$ cat config.mk
export PLATFORM = sky130hd
export DESIGN_NAME = frv_mdu_issue
export DESIGN_NICKNAME = d
export VERILOG_FILES = /design/src/rtl/frv_mdu_issue.sv
export SDC_FILE = /design/constraint.sdc
export NUM_CORES = 1
export LEC_CHECK = 0
export ABC_AREA = 1
export ABC_CLOCK_PERIOD_IN_PS = 1300
export BUFFER_PORTS_ARGS = -buffer_cell sky130_fd_sc_hd__buf_2
export CAP_MARGIN = 10
export CORE_MARGIN = 2
export CORE_UTILIZATION = 40
export DETAILED_ROUTE_END_ITERATION = 10
export HOLD_SLACK_MARGIN = 0.15
export PLACE_DENSITY = 0.76
export SYNTH_ARGS = -nofsm -noshare
export SYNTH_HDL_FRONTEND = slang
export SYNTH_SLANG_ARGS = --single-unit
$ cat constraint.sdc
create_clock -name g_clk -period 1.3 [get_ports g_clk]
set_input_delay 0.39 -clock g_clk [delete_from_list [all_inputs] [get_ports g_clk]]
set_output_delay 0.39 -clock g_clk [all_outputs]
set_load 0.05 [all_outputs]
$ cat src/rtl/frv_mdu_issue.sv
// Issue stage for the multiply/divide unit: accepts one operation, short-circuits
// divide-by-zero and signed-overflow cases, and holds the result until writeback takes it.
module frv_mdu_issue #(
   parameter int XLEN = 32
) (
   input  logic            g_clk,
   input  logic            g_resetn,
   input  logic            flush,
   output logic            g_clk_req,

   input  logic            i_valid,
   output logic            i_ready,
   input  logic [2:0]      i_op,
   input  logic [XLEN-1:0] i_rs1,
   input  logic [XLEN-1:0] i_rs2,
   input  logic [4:0]      i_rd_addr,

   output logic            mdu_valid,
   output logic            mdu_op_mul,
   output logic            mdu_op_mulh,
   output logic            mdu_op_mulhu,
   output logic            mdu_op_mulhsu,
   output logic            mdu_op_div,
   output logic            mdu_op_divu,
   output logic            mdu_op_rem,
   output logic            mdu_op_remu,
   output logic [XLEN-1:0] mdu_rs1,
   output logic [XLEN-1:0] mdu_rs2,
   output logic            mdu_flush,
   input  logic            mdu_ready,
   input  logic [XLEN-1:0] mdu_rd,

   output logic            o_valid,
   input  logic            o_ready,
   output logic [XLEN-1:0] o_result,
   output logic [4:0]      o_rd_addr
);

   localparam int XL = XLEN - 1;

   localparam logic [1:0] IDLE = 2'd0;
   localparam logic [1:0] RUN  = 2'd1;
   localparam logic [1:0] HOLD = 2'd2;

   localparam logic [XL:0] MIN_NEG = {1'b1, {XL{1'b0}}};

   logic [1:0]  state_q, state_d;
   logic [2:0]  op_q;
   logic [XL:0] rs1_q, rs2_q, result_q;
   logic [4:0]  rd_q;

   logic        accept;
   logic        div_zero;
   logic        div_ovf;
   logic        fast;
   logic        run_done;
   logic [XL:0] fast_result;

   // Gating with g_resetn keeps the handshake and flush outputs quiet while in reset.
   assign i_ready   = g_resetn && (state_q == IDLE) && !flush;
   assign accept    = i_valid && i_ready;

   assign div_zero  = i_op[2] && (i_rs2 == '0);
   assign div_ovf   = i_op[2] && !i_op[0] && (i_rs1 == MIN_NEG) && (i_rs2 == '1);
   assign fast      = div_zero || div_ovf;

   always_comb begin
      fast_result = '0;
      if (i_op[1])
         fast_result = div_zero ? i_rs1 : '0;
      else
         fast_result = div_zero ? '1 : MIN_NEG;
   end

   assign mdu_valid = (state_q == RUN);
   // flush wins over a same-cycle completion, so the unit's result is dropped.
   assign run_done  = mdu_valid && mdu_ready && !flush;
   assign mdu_flush = g_resetn && (flush || run_done);
   assign g_clk_req = (state_q != IDLE) || i_valid || flush;

   assign mdu_op_mul    = mdu_valid && (op_q == 3'd0);
   assign mdu_op_mulh   = mdu_valid && (op_q == 3'd1);
   assign mdu_op_mulhsu = mdu_valid && (op_q == 3'd2);
   assign mdu_op_mulhu  = mdu_valid && (op_q == 3'd3);
   assign mdu_op_div    = mdu_valid && (op_q == 3'd4);
   assign mdu_op_divu   = mdu_valid && (op_q == 3'd5);
   assign mdu_op_rem    = mdu_valid && (op_q == 3'd6);
   assign mdu_op_remu   = mdu_valid && (op_q == 3'd7);
   assign mdu_rs1       = rs1_q;
   assign mdu_rs2       = rs2_q;

   assign o_valid   = (state_q == HOLD);
   assign o_result  = result_q;
   assign o_rd_addr = rd_q;

   always_comb begin
      state_d = state_q;
      if (flush) begin
         state_d = IDLE;
      end else begin
         case (state_q)
            IDLE:    if (accept)   state_d = fast ? HOLD : RUN;
            RUN:     if (run_done) state_d = HOLD;
            HOLD:    if (o_ready)  state_d = IDLE;
            default:               state_d = IDLE;
         endcase
      end
   end

   always_ff @(posedge g_clk or negedge g_resetn) begin
      if (!g_resetn) begin
         state_q  <= IDLE;
         op_q     <= '0;
         rs1_q    <= '0;
         rs2_q    <= '0;
         rd_q     <= '0;
         result_q <= '0;
      end else begin
         state_q <= state_d;
         if (accept) begin
            op_q     <= i_op;
            rs1_q    <= i_rs1;
            rs2_q    <= i_rs2;
            rd_q     <= i_rd_addr;
            result_q <= fast_result;
         end else if (run_done) begin
            result_q <= mdu_rd;
         end
      end
   end

endmodule
==> metrics, run 1 <==
Leak 5.31 nW; HPWL Detailed 12100 um; Reg area 2650 sq um; Via density 5.56; drc violations 0; failing checks negative setup slack; YS warnings 0; crit path capture type primary output; Post-Syn Area 5140 sq um; Avg WL per Cell 20.9 um; setup TNS -47.32 ns; Synthesized Nets 754; pin count of the biggest net entering global routing 62; Area Overhead vs Synth 106%; Synth cell types 24; Critical path buffers and inverters 2; EDFF count, synth 0; post-route non-filler standard cell count 1241; CP required 0.91 ns; final clock skew 0.0101 ns; Max Cap Violations 0; Critical Path Stages 5; Final #Nets 1172; hold crit path type primary input to async pin; Min Hold Slack 0.236 ns; slowest CP cell dfrtp_1; Most used DFF post-synth dfrtp_1; CP startpoint kind flop; CTS tree done; fin crit share 142%; Die W 117 um; clock-pin slew on the worst setup and hold paths 0.08 ns; die area 13800 sq um; CTS Buffer Depth 2; Final Hold Fails 0; number of global-route vias before repair 6605; remaining antenna violation count 0; Syn Area/Cell 7.99 sq um; status finished, violations left; Slew Limit Fails 0; ys async rst share 100%; filler instances 625; Setup-failing EPs final 197; gr usage total 32.1%; Clock Root Buffer clkbuf_16; RePlAce Congestion 0.861; drt total wl 25900 um; core area 12600 sq um; worst skew pair latency 0.36 ns; grt ovf 0; CTS Hold Bufs 0; layout cells sized above 1 60.9%; worst-margin pin slew 0.801 ns; Worst slew margin 46.6%; CTS H-Tree Depth 3; TritonRoute pass-1 iters 5; starting density of the core 40.9%; Initial DRC Count 732; R2R cell count 11; Final WS setup -0.551 ns; critical path peak fanout 5; power per cell area 1490 nW/um^2; IO Port Bufs 223; Top Ports 224; Num CTS Buffers 9; minimum clock period after layout 1.85 ns; DR vias 6896; final core occ 84.2%; crit-path leading delay family flip-flops; crit path cell chain inv_2 -> nor2_4 -> nand2_2 -> a21oi_4 -> buf_12; crit-path max cell delay 0.38 ns; total power 15.8 mW; global-route wire length before repair 34600 um; initial antenna violation count 2; clk sinks 106; Crit Path Class flop to primary output; register area share after synthesis 51.6%; RSZ-0062 raised after global routing true; #FFs+latches synth 106; Core Rows 41; synthesized netlist cell count 644; maximum clock rate 0.540 GHz; Worst IR Drop VDD 866 uV; die span in y 117 um; Crit path arrival time 1.46 ns; Placed Cells 1099; multi-input combinational cell area 2870 sq um
[layer usage]
metal,global-route usage (%),wire (um),up-vias
met5,0,0,-
met4,18.9,1940,0
met2,54.7,13000,472
met3,5.59,1790,178
li1,-,-,2936
met1,37.9,9140,3310
[Yosys cell counts, types with 2 or more instances]
library cell	number	share of area [%]
nand2_1	170	12
dfrtp_1	106	52
nor2_1	72	5.3
inv_1	62	4.5
o21ai_0	45	4.4
nand4_1	42	5.1
o21ai_1	38	3.7
a21oi_1	32	3.1
nand3_1	21	2.0
buf_6	11	2.4
buf_4	9	1.3
clkbuf_1	9	0.66
buf_2	5	0.49
inv_2	4	0.29
nor2_2	4	0.49
clkbuf_2	2	0.19
nand2_2	2	0.24
nand3_2	2	0.39
nor2_4	2	0.44
o21ai_2	2	0.34
[sequential cells by signal (all words and copies together), names as in the netlist]
| register | cells |
|---|---|
| mdu_rs1 | 32 |
| mdu_rs2 | 32 |
| o_rd_addr | 5 |
| o_result | 32 |
| op_q | 3 |
| state_q | 2 |
[stage by stage]
stage | setup slack (ns) | instance area (sq um)
global placement | -0.301 | 7240
CTS | -0.530 | 9730
finish | -0.551 | 10600
floorplan | -0.391 | 5280
global route | -0.598 | 10600
detailed placement | -0.315 | 7240
[cells in the final DEF (no fill, tap or decap), types with 14 or more instances in the layout]
cell,Yosys,final
buf_16,0,14
a21oi_2,0,15
buf_8,0,18
buf_6,11,116
a21oi_1,32,16
dfrtp_1,106,105
buf_12,0,26
o21ai_1,38,20
nand4_1,42,42
nand2_1,170,84
buf_4,9,159
inv_1,62,62
nand2_2,2,45
buf_2,5,108
o21ai_2,2,45
nor2_1,72,51
nand3_1,21,18
nor2_4,2,22
o21ai_0,45,17
nand2_4,0,41
[worst reg2reg max path, delay by kind of cell, from the launching register on]
family                 cells  cell delay [ns]
AO/OA/AOI/OAI              1             0.17
buffers and inverters      6             0.69
flip-flops                 1             0.40
AND/OR/NAND/NOR            4             0.42
[cells by family after synthesis]
kind of cell | Yosys count | synth area share, %
AO/OA/AOI/OAI | 118 | 11.7
buffers and inverters | 103 | 9.95
flip-flops | 106 | 51.6
AND/OR/NAND/NOR | 317 | 26.8
[repair_timing]
action | CTS | global route
setup buffers | 62 | 52
resized for setup | 367 | 175
cloned | 21 | 5
pin swaps | 40 | 30
endpoints found under the setup margin | 209 | 220
[report_power, final]
group	internal, mW	total [mW]	switching [mW]
sequential	4.04	4.73	0.681
combinational	3.48	8.36	4.88
clock	1.35	2.70	1.35
total	8.88	15.8	6.91
[final cells by class]
| cell class | count | area share [%] |
|---|---|---|
| Clock inverter | 6 | 0.402 |
| Antenna cell | 2 | 0.0473 |
| Clock buffer | 10 | 2.26 |
| Tap cell | 172 | 2.03 |
| Sequential cell | 106 | 25.1 |
| Timing Repair Buffer | 444 | 40.5 |
| Multi-Input combinational cell | 435 | 27.2 |
| Inverter | 66 | 2.48 |
[final timing paths]
path	to	startpoint	slack (ns)
setup / recovery	mdu_flush	state_q[0]	-0.55
hold / removal	state_q[0]	g_resetn	0.24
setup reg to reg	o_result[12]	state_q[0]	-0.48
hold reg to reg	mdu_rs2[20]	mdu_rs2[20]	0.52
max in group asynchronous	mdu_rs2[25]	g_resetn	0.40
min in group g_clk	o_rd_addr[0]	i_rd_addr[0]	0.26
Power figures use the tool's default switching activity.
==> run 2: changes to the inputs <==
Settings changed: ABC_AREA 1 to 0, PLACE_DENSITY 0.76 to 0.77.
==> run 2 against run 1 <==
  * The run still ends with negative setup slack left
  * Cell count fell by 11%
  * Setup slack got worse by 0.13 ns
  * Via count fell by 13%
  * Critical path type is now flop to flop
  * Hold slack got worse by 0.016 ns
  * Die area fell by 6.7%
  * Critical endpoint is now o_result[24]
  * Final area fell by 7.6%
==> metrics, run 2 <==
Slew Limit Fails 0 (unchanged); Synthesized Nets 660 (was 754); Reg2Reg Capture Point o_result[24] (was o_result[12]); Post-synth top cells nand2_1 (222), dfrtp_1 (106), a21oi_1 (33), o21ai_1 (30), nor2b_1 (25) (was nand2_1 (170), dfrtp_1 (106), nor2_1 (72), inv_1 (62), o21ai_0 (45)); critical path peak fanout 8 (was 5); fin crit share 152% (was 142%); number of global-route vias before repair 6055 (was 6605); flop2flop setup slack -0.68 ns (was -0.48 ns); clock-pin slew on the worst setup and hold paths 0.07 ns (was 0.08 ns); die span in y 113 um (was 117 um); grt ovf 0 (unchanged); final clock skew 0.00418 ns (was 0.0101 ns); Flop pwr share 32.9% (was 29.9%); Comb pwr share 44.8% (was 53.0%); Reg area 2660 sq um (was 2650 sq um); Final #Nets 1067 (was 1172); Worst IR Drop VDD 950 uV (was 866 uV); met3 usage 7.97% (was 5.59%); initial antenna violation count 2 (unchanged); Avg WL per Cell 22.0 um (was 20.9 um); Max Cap Violations 0 (unchanged); status finished, violations left (unchanged); RePlAce Congestion 0.842 (was 0.861); synthesized netlist cell count 550 (was 644); synth top area cells dfrtp_1 (55%), nand2_1 (17%), a21oi_1 (3.4%), nor2b_1 (3.3%), o21ai_1 (3.1%) (was dfrtp_1 (52%), nand2_1 (12%), nor2_1 (5.3%), nand4_1 (5.1%), inv_1 (4.5%)); dpl ws -1.11 ns (was -0.315 ns); Crit path arrival time 2.26 ns (was 1.46 ns); drt total wl 24400 um (was 25900 um); met1 usage 36.1% (was 37.9%); CP required 1.58 ns (was 0.91 ns); Top Ports 224 (unchanged); die area 12900 sq um (was 13800 sq um); clk sinks 106 (unchanged); setup TNS -71.43 ns (was -47.32 ns); met2 global-route usage 56.7% (was 54.7%); worst-margin pin slew 0.584 ns (was 0.801 ns); maximum clock rate 0.506 GHz (was 0.540 GHz); RSZ-0062 raised after global routing true (unchanged); minimum clock period after layout 1.98 ns (was 1.85 ns); dominant cell type by area after synthesis dfrtp_1 (unchanged); register area share after synthesis 55.4% (was 51.6%); Clock Root Buffer clkbuf_16 (unchanged); #FFs+latches synth 106 (unchanged); Clock power frac 22.3% (was 17.1%); sw frac 39.6% (was 43.8%); Num CTS Buffers 9 (unchanged); drc violations 0 (unchanged); layout cells sized above 1 63.6% (was 60.9%); hold crit path type primary input to async pin (unchanged); CTS H-Tree Depth 3 (unchanged); starting density of the core 41.4% (was 40.9%); total power 13.3 mW (was 15.8 mW); CTS Buffer Depth 2 (unchanged); crit path launch state_q[1] (was state_q[0]); Setup-failing EPs final 185 (was 197); HPWL Detailed 11600 um (was 12100 um); failing checks negative setup slack (unchanged); Switch Pwr 5.26 mW (was 6.91 mW); ys async rst share 100% (unchanged); global-route wire length before repair 31600 um (was 34600 um); IO Port Bufs 223 (unchanged); power per cell area 1360 nW/um^2 (was 1490 nW/um^2); Leak 5.05 nW (was 5.31 nW); TritonRoute pass-1 iters 5 (unchanged); remaining antenna violation count 0 (unchanged); most common cell in the netlist nand2_1 (unchanged); Core Rows 39 (was 41); pin count of the biggest net entering global routing 107 (was 62); reg2reg start state_q[1] (was state_q[0]); CTS tree done (unchanged); Post-Syn Area 4790 sq um (was 5140 sq um); Die W 113 um (was 117 um); gr usage total 32.0% (was 32.1%); CTS Hold Bufs 0 (unchanged); Final WS setup -0.678 ns (was -0.551 ns); Crit Path Class flop to flop (was flop to primary output); gr busiest metal met2 (unchanged); EDFF count, synth 0 (unchanged); DR vias 6020 (was 6896); R2R cell count 8 (was 11); Most used DFF post-synth dfrtp_1 (unchanged); Internal 8.02 mW (was 8.88 mW); commonest cells after routing, fill and taps aside buf_4 (153), nand2_1 (149), buf_6 (124) (was buf_4 (159), buf_6 (116), buf_2 (108)); crit path capture type flop (was primary output); worst skew pair latency 0.35 ns (was 0.36 ns); Synth cell types 35 (was 24); Via density 5.45 (was 5.56); Syn Area/Cell 8.71 sq um (was 7.99 sq um); Worst slew margin 61.0% (was 46.6%); filler instances 562 (was 625); Final Hold Fails 0 (unchanged); CP startpoint kind flop (unchanged); Initial DRC Count 450 (was 732); most common cell after layout, fill and taps aside buf_4 (unchanged); YS warnings 0 (unchanged); multi-input combinational cell area 2680 sq um (was 2870 sq um); Min Hold Slack 0.221 ns (was 0.236 ns); post-synth top area share 55.4% (was 51.6%); core area 11600 sq um (was 12600 sq um); Area Overhead vs Synth 104% (was 106%)
-- run 2: cell count changes in the layout (fill, tap and decap cells not counted), moves of 16 or more --
cell	delta
nand2_1	+65
o21ai_2	-44
nor2_1	-47
nand4_1	-34
nand2_2	+21
nand2_4	-33
inv_1	-61
o21ai_0	-17
and3_4	+26
nor2b_1	+22
nor2_4	-16
-- run 2: final cells by class --
class                   instances  share of cell area [%]
clock inverters                 3                   0.665
repair buffers                424                    40.3
inverters                       1                  0.0384
flip-flops and latches        106                    27.1
diodes                          2                  0.0512
clock buffers                  11                    2.48
multi-input cells             415                    27.4
well taps                     143                    1.83
-- run 2: repair_timing --
action                     CTS  global route
setup endpoints to repair  220           219
pin swaps                   75            33
gates cloned                15            12
gates resized for setup    345            95
buffers inserted            45            43
-- run 2: logic make-up (layout without fill, tap and decap cells) --
| group | Yosys count | count (layout) | share of synthesized area, % |
|---|---|---|---|
| simple gates | 342 | 345 | 33.8 |
| compound gates | 70 | 70 | 7.60 |
| buf+inv | 32 | 439 | 3.21 |
| other cells | 0 | 2 | 0 |
| flops | 106 | 106 | 55.4 |
-- run 2: how the worst max path moves through the flow --
stage	endpoint	cells after the start	slack [ns]
after floorplan	o_result[31]	5	-0.68
after global placement	state_q[0]	7	-1.03
after detailed placement	state_q[0]	7	-1.11
after CTS	mdu_op_mulh	4	-0.58
after global routing	o_result[31]	8	-0.71
final	o_result[24]	8	-0.68
-- run 2: stage by stage --
stage | area [sq um] | util (%) | instances
global route | 9780 | 84.6 | 1104
finish | 9780 | 84.6 | 1105
CTS | 9000 | 77.9 | 1053
detailed placement | 6860 | 59.3 | 980
floorplan | 4910 | - | 550
global placement | 6860 | 59.3 | 980
-- run 2: power groups by stage --
stage               Combinational, mW  Sequential, mW  Clock, mW
floorplan                       0.737            6.14          0
global placement                 3.98            4.19          0
global route                     6.16            4.40       3.11
CTS                              5.25            4.31       2.92
finish                           5.95            4.36       2.96
detailed placement               4.04            4.20          0
-- run 2: per-layer routing --
metal / part of all wire (%) / vias up
li1: - / 2641
met1: 35 / 2885
met2: 51 / 363
met3: 7.0 / 131
met4: 6.9 / 0
met5: 0 / -
-- run 2: worst max-delay path: stages, from the launching register on --
cell	delay [ns]
dfrtp_2	0.46
buf_6	0.14
nor4b_4	0.30
buf_4	0.19
buf_12	0.11
nand2_8	0.09
buf_4	0.15
or2_4	0.29
o21ai_1	0.17
